--- src/rtl/warmboot_seq_pkg.sv ---
// ----------------------------------------------------------------------------
// warmboot_seq_pkg: shared types and reset values for warmboot_sequencer. Rev 1.0
// ----------------------------------------------------------------------------
`default_nettype none

package warmboot_seq_pkg;

  localparam int SLOT_W = 4;

  typedef enum logic [1:0] {
    IDLE  = 2'd0,
    ARM   = 2'd1,
    PULSE = 2'd2,
    WAIT  = 2'd3
  } state_t;

  localparam state_t            STATE_RST = IDLE;
  localparam logic [SLOT_W-1:0] SLOT_RST  = '0;
  localparam logic              BOOT_RST  = 1'b0;
  localparam logic              ERR_RST   = 1'b0;

  // Counter width for a count of n; never narrower than one bit.
  function automatic int cnt_width(input int n);
    return (n > 1) ? $clog2(n) : 1;
  endfunction

endpackage

`default_nettype wire

--- src/rtl/req_debounce.sv ---
// ----------------------------------------------------------------------------
// req_debounce: 2-flop synchronizer, stable-count debouncer, rising-edge pulse. Rev 1.0
// ----------------------------------------------------------------------------
`default_nettype none

module req_debounce
  import warmboot_seq_pkg::*;
#(
  parameter int DEBOUNCE_CYCLES = 1000
) (
  input  logic clk,
  input  logic RESET,
  input  logic req_in,
  output logic req_event
);

  localparam int           CW       = cnt_width(DEBOUNCE_CYCLES);
  localparam logic [CW-1:0] CNT_LAST = CW'(DEBOUNCE_CYCLES - 1);

  logic          sync1;
  logic          sync2;
  logic          level;
  logic [CW-1:0] cnt;

  always_ff @(posedge clk) begin
    if (RESET) begin
      sync1     <= 1'b0;
      sync2     <= 1'b0;
      level     <= 1'b0;
      cnt       <= '0;
      req_event <= 1'b0;
    end else begin
      sync1     <= req_in;
      sync2     <= sync1;
      req_event <= 1'b0;
      // Any sample agreeing with the current level restarts the stability run.
      if (sync2 == level) begin
        cnt <= '0;
      end else if (cnt == CNT_LAST) begin
        cnt       <= '0;
        level     <= sync2;
        req_event <= sync2;
      end else begin
        cnt <= cnt + CW'(1);
      end
    end
  end

endmodule

`default_nettype wire

--- src/rtl/warmboot_sequencer.sv ---
// ----------------------------------------------------------------------------
// warmboot_sequencer: request -> slot setup, BOOT pulse, supervised wait. Rev 1.0
// ----------------------------------------------------------------------------
`default_nettype none

module warmboot_sequencer
  import warmboot_seq_pkg::*;
#(
  parameter int NUM_SLOTS       = 16,
  parameter int DEBOUNCE_CYCLES = 1000,
  parameter int SETUP_CYCLES    = 4,
  parameter int PULSE_CYCLES    = 8,
  parameter int TIMEOUT_CYCLES  = 65535
) (
  input  logic              clk,
  input  logic              RESET,
  input  logic              req_in,
  input  logic [SLOT_W-1:0] slot_in,
  input  logic              auto_en,
  output logic [SLOT_W-1:0] slot_out,
  output logic              boot_out,
  output logic              busy,
  output logic              err,
  output logic [1:0]        state_out
);

  localparam int MAX_AB    = (SETUP_CYCLES > PULSE_CYCLES) ? SETUP_CYCLES : PULSE_CYCLES;
  localparam int MAX_CYC   = (MAX_AB > TIMEOUT_CYCLES) ? MAX_AB : TIMEOUT_CYCLES;
  localparam int CW        = cnt_width(MAX_CYC);

  localparam logic [CW-1:0]     SETUP_LAST   = CW'(SETUP_CYCLES - 1);
  localparam logic [CW-1:0]     PULSE_LAST   = CW'(PULSE_CYCLES - 1);
  localparam logic [CW-1:0]     TIMEOUT_LAST = CW'(TIMEOUT_CYCLES - 1);
  localparam logic [SLOT_W-1:0] LAST_RST     = SLOT_W'(NUM_SLOTS - 1);
  localparam logic [SLOT_W:0]   NUM_SLOTS_W  = (SLOT_W + 1)'(NUM_SLOTS);

  state_t            state, state_d;
  logic [CW-1:0]     cnt, cnt_d;
  logic [SLOT_W-1:0] last_slot, last_d, slot_d, slot_sel;
  logic              err_d, boot_d, slot_ok, req_event;

  req_debounce #(
    .DEBOUNCE_CYCLES (DEBOUNCE_CYCLES)
  ) u_req_debounce (
    .clk       (clk),
    .RESET     (RESET),
    .req_in    (req_in),
    .req_event (req_event)
  );

  // last_slot is always in range, so round-robin never yields an invalid slot.
  always_comb begin
    slot_sel = slot_in;
    slot_ok  = ({1'b0, slot_in} < NUM_SLOTS_W);
    if (auto_en) begin
      slot_sel = (last_slot == LAST_RST) ? '0 : last_slot + SLOT_W'(1);
      slot_ok  = 1'b1;
    end
  end

  always_ff @(posedge clk) begin
    if (RESET) begin
      state <= STATE_RST;
    end else begin
      state <= state_d;
    end
  end

  always_comb begin
    state_d = state;
    cnt_d   = cnt + CW'(1);
    slot_d  = slot_out;
    last_d  = last_slot;
    err_d   = err;
    boot_d  = 1'b0;
    case (state)
      IDLE: begin
        cnt_d = '0;
        if (req_event) begin
          if (slot_ok) begin
            state_d = ARM;
            slot_d  = slot_sel;
            last_d  = slot_sel;
            err_d   = 1'b0;
          end else begin
            err_d = 1'b1;
          end
        end
      end
      ARM: begin
        if (cnt == SETUP_LAST) begin
          state_d = PULSE;
          cnt_d   = '0;
          boot_d  = 1'b1;
        end
      end
      PULSE: begin
        boot_d = 1'b1;
        if (cnt == PULSE_LAST) begin
          state_d = WAIT;
          cnt_d   = '0;
          boot_d  = 1'b0;
        end
      end
      WAIT: begin
        if (cnt == TIMEOUT_LAST) begin
          state_d = IDLE;
          cnt_d   = '0;
          err_d   = 1'b1;
        end
      end
      default: begin
        state_d = IDLE;
        cnt_d   = '0;
      end
    endcase
  end

  always_ff @(posedge clk) begin
    if (RESET) begin
      cnt       <= '0;
      slot_out  <= SLOT_RST;
      last_slot <= LAST_RST;
      err       <= ERR_RST;
      boot_out  <= BOOT_RST;
    end else begin
      cnt       <= cnt_d;
      slot_out  <= slot_d;
      last_slot <= last_d;
      err       <= err_d;
      boot_out  <= boot_d;
    end
  end

  assign busy      = (state != IDLE);
  assign state_out = state;

endmodule

`default_nettype wire

--- config.mk ---
export PLATFORM = sky130hd
export DESIGN_NAME = warmboot_sequencer
export DESIGN_NICKNAME = d
export VERILOG_FILES = /design/src/rtl/warmboot_seq_pkg.sv /design/src/rtl/req_debounce.sv /design/src/rtl/warmboot_sequencer.sv
export SDC_FILE = /design/constraint.sdc
export NUM_CORES = 1
export LEC_CHECK = 0
export BUFFER_PORTS_ARGS = -buffer_cell sky130_fd_sc_hd__buf_2
export CORE_AREA = 2 2 71 73
export CTS_BUF_LIST = sky130_fd_sc_hd__clkbuf_4 sky130_fd_sc_hd__clkbuf_8
export CTS_CLUSTER_DIAMETER = 60
export CTS_CLUSTER_SIZE = 8
export DETAILED_ROUTE_END_ITERATION = 8
export DIE_AREA = 0 0 73 75
export SLEW_MARGIN = 25
export SYNTH_ARGS = -nofsm -noshare
export SYNTH_HDL_FRONTEND = slang
export SYNTH_SLANG_ARGS = --single-unit
--- constraint.sdc ---
create_clock -name clk -period 2.2 [get_ports clk]
set_input_delay 0.11 -clock clk [delete_from_list [all_inputs] [get_ports clk]]
set_output_delay 0.11 -clock clk [all_outputs]
set_load 0.02 [all_outputs]
==> results.py <==
metrics = {
    "status": {
        "status": "finished clean",
    },
    "clocking": {
        "numCtsBuffers": 5,
        "cts.sinks": 42,
        "cts_tree": "done",
        "cts_resized": 0,
        "clk_latency_ns": 0.29,
        "cts_buffer_depth": 2,
        "cts_setup_buffers": 0,
        "root_buffer": "clkbuf_8",
        "htreeDepth": 2,
        "hold_buffers": 0,
        "clk_pin_slew_ns": 0.08,
    },
    "finish": {
        "area_growth_pct": 10.73,
        "drive_above_1_share_pct": 19.83,
        "num-fill-cells": 448,
        "multiInputGateArea_um2": 1126,
        "ff_latch_area_um2": 840.8,
        "finalNetCount": 247,
        "diodes": 0,
    },
    "synth": {
        "async_flop_share_pct": 0,
        "synth_flop_cell": "dfxtp_1",
        "yosysUniqueCellTypes": 47,
        "synth_edf_count": 0,
        "syn_area_um2": 2053,
        "synth_nets": 231,
        "netlist_instances": 215,
        "synth-seq-cells": 42,
        "ys_seq_area_share_pct": 40.95,
        "synth.avg_cell_area_um2": 9.550,
        "yosysWarnings": 0,
    },
    "setup_path": {
        "critPathRequiredTime_ns": 2.36,
        "reg2reg_to": "cnt[4]",
        "crit_end": "cnt[4]",
        "worst_ep_arrival_time_ns": 2.05,
        "r2r-start": "cnt[0]",
        "criticalPathCategory": "reg -> reg",
        "critPathLaunchType": "flop",
        "reg2reg_depth": 7,
        "crit_start": "cnt[0]",
        "ff2ff_setup_slack_ns": 0.31,
        "end_kind": "flop",
        "crit_fanout": 16,
    },
    "power": {
        "p_per_area_nw_per_um2": 694.1,
        "ir_drop_v": 0.0003526,
        "power.static_leakage_nw": 0.8489,
        "fin_total_pwr_mw": 1.578,
    },
    "grt": {
        "grt_pass1_vias": 1420,
        "grt_overflow_total": 0,
        "grt_max_degree": 19,
        "grt-busiest-layer": "met2",
        "use_met3_pct": 4.552,
        "grtUsageMet2_pct": 24.92,
        "antenna_found_initial": 0,
        "gr-usage-all-layers_pct": 15.38,
        "grt_pass1_wl_mm": 6.534,
        "use_met1_pct": 20.00,
    },
    "floorplanning": {
        "start_util_pct": 44.05,
        "io_pins": 17,
        "core_um2": 4661,
        "die_height_um": 75,
        "rows": 25,
        "dieArea_um2": 5475,
        "die_w_um": 73,
    },
    "detailed_routing": {
        "drc": 0,
        "routed_wl_mm": 3.740,
        "via_count": 1539,
        "drt_iter0_markers": 63,
        "firstDrtPassIters": 4,
        "ant_nets": 0,
        "vias_per_cell": 5.381,
        "wl_per_cell_um": 13.08,
    },
    "timing": {
        "tightest_slew_ns": 0.4406,
        "fin_crit_sh_pct": 85.92,
        "finClkSkew_ns": 0.005282,
        "period_needed_ns": 1.890,
        "slew_viol_final": 0,
        "fmax_mhz": 529.0,
        "hold_violations": 0,
        "finalSetupViolCount": 0,
        "rsz0062_at_grt": "no",
        "finalSetupTns_ns": 0,
        "slew_headroom_pct": 70.35,
    },
    "hold_path": {
        "hp-start": "req_in",
        "hold_depth": 2,
        "hp-class": "in -> reg",
    },
    "run": {
        "drv_cap": 0,
    },
    "place": {
        "dp_hpwl_mm": 2.763,
        "place_congestion": 0.7372,
        "portBuffers": 16,
    },
}
power breakdown:
group          internal [mW]  switching, mW
logic                 0.0793          0.130
clock network          0.334          0.260
registers              0.767        0.00761
total                   1.18          0.397
cells by family (layout without fill, tap and decap cells):
logic type               Yosys count  after routing  synth area share (%)
AO/OA/AOI/OAI                     26             26                 9.811
XOR/XNOR                          23             23                 9.811
adder cells (fa/ha/maj)            8              8                 4.875
buffers and inverters             16             33                 4.205
flip-flops                        42             42                 40.95
multiplexers                       2              2                0.9751
AND/OR/NAND/NOR                   98             98                 29.37
routing by layer:
layer,vias to the layer above,routed length [um]
met5,-,0
met4,0,30
met2,32,1727
met1,714,1816
met3,3,165
li1,790,-
cells in the final DEF (no fill, tap or decap), types with 2 or more instances in the layout:
cell / synthesis / layout
nor2b_1: 3 / 3
nand4b_1: 2 / 2
clkbuf_8: 1 / 5
clkinv_2: 0 / 2
nor4_1: 3 / 3
and2_1: 3 / 3
o21bai_1: 2 / 2
buf_2: 0 / 16
dfxtp_1: 42 / 42
nand4_1: 8 / 8
xor2_1: 10 / 10
o21ai_0: 3 / 3
a211oi_1: 4 / 4
xnor2_1: 13 / 13
a21oi_1: 7 / 7
a311oi_1: 2 / 2
nand2b_1: 4 / 4
mux2i_1: 2 / 2
nor3_1: 10 / 10
nand2_1: 7 / 7
inv_1: 8 / 8
and3_1: 2 / 2
ha_1: 8 / 8
nor2_1: 25 / 25
nand3_1: 9 / 9
nor3_2: 10 / 10
stage by stage:
| step | instance area (um2) | hold WS [ns] | utilization, % | cells | setup WS, ns |
|---|---|---|---|---|---|
| 2_1_floorplan | 2053 | 0.2382 | - | 215 | 0.3315 |
| 3_3_place_gp | 2165 | 0.3189 | 46.44 | 278 | 0.3643 |
| 3_5_place_dp | 2165 | 0.3293 | 46.44 | 278 | 0.3165 |
| 4_1_cts | 2273 | 0.01820 | 48.78 | 286 | 0.2987 |
| 5_1_grt | 2273 | 0.05632 | 48.78 | 286 | 0.1511 |
| 6_report | 2273 | 0.02668 | 48.78 | 286 | 0.3098 |
final cells by class:
type                    count  area share, %
well taps                  54          2.972
clock buffers               5          3.027
inverters                   8          1.321
repair buffers             17          4.403
flip-flops and latches     42          36.98
multi-input cells         157          49.53
clock inverters             3          1.761
cells in the mapped netlist, types with 7 or more instances:
cell	n	area (um2)
dfxtp_1	42	840.8
nor2_1	25	93.84
xnor2_1	13	113.9
nor3_1	10	50.05
nor3_2	10	100.1
xor2_1	10	87.58
nand3_1	9	45.04
ha_1	8	100.1
inv_1	8	30.03
nand4_1	8	50.05
a21oi_1	7	35.03
nand2_1	7	26.28
worst min path at each step:
stage / to / slack, ns
after CTS: u_req_debounce.sync1 / 0.02
after detailed placement: u_req_debounce.sync1 / 0.33
final: u_req_debounce.sync1 / 0.03
after global routing: u_req_debounce.sync1 / 0.06
after global placement: u_req_debounce.sync1 / 0.32
after floorplan: u_req_debounce.sync1 / 0.24
state kept, by name, indices dropped and copies added (netlist names), 2 cells and up:
signal,count
cnt,16
u_req_debounce.cnt,10
last_slot,4
slot_out,4
state_out,2
critical path, cell delays in order, from the launching register on:
cell and delay, ns:
dfxtp_1 0.38, ha_1 0.27, nor4b_2 0.28, and4_4 0.30, nand3b_4 0.09, a21boi_4 0.19, buf_12 0.18, nor3_1 0.07
Power figures use the tool's default switching activity.
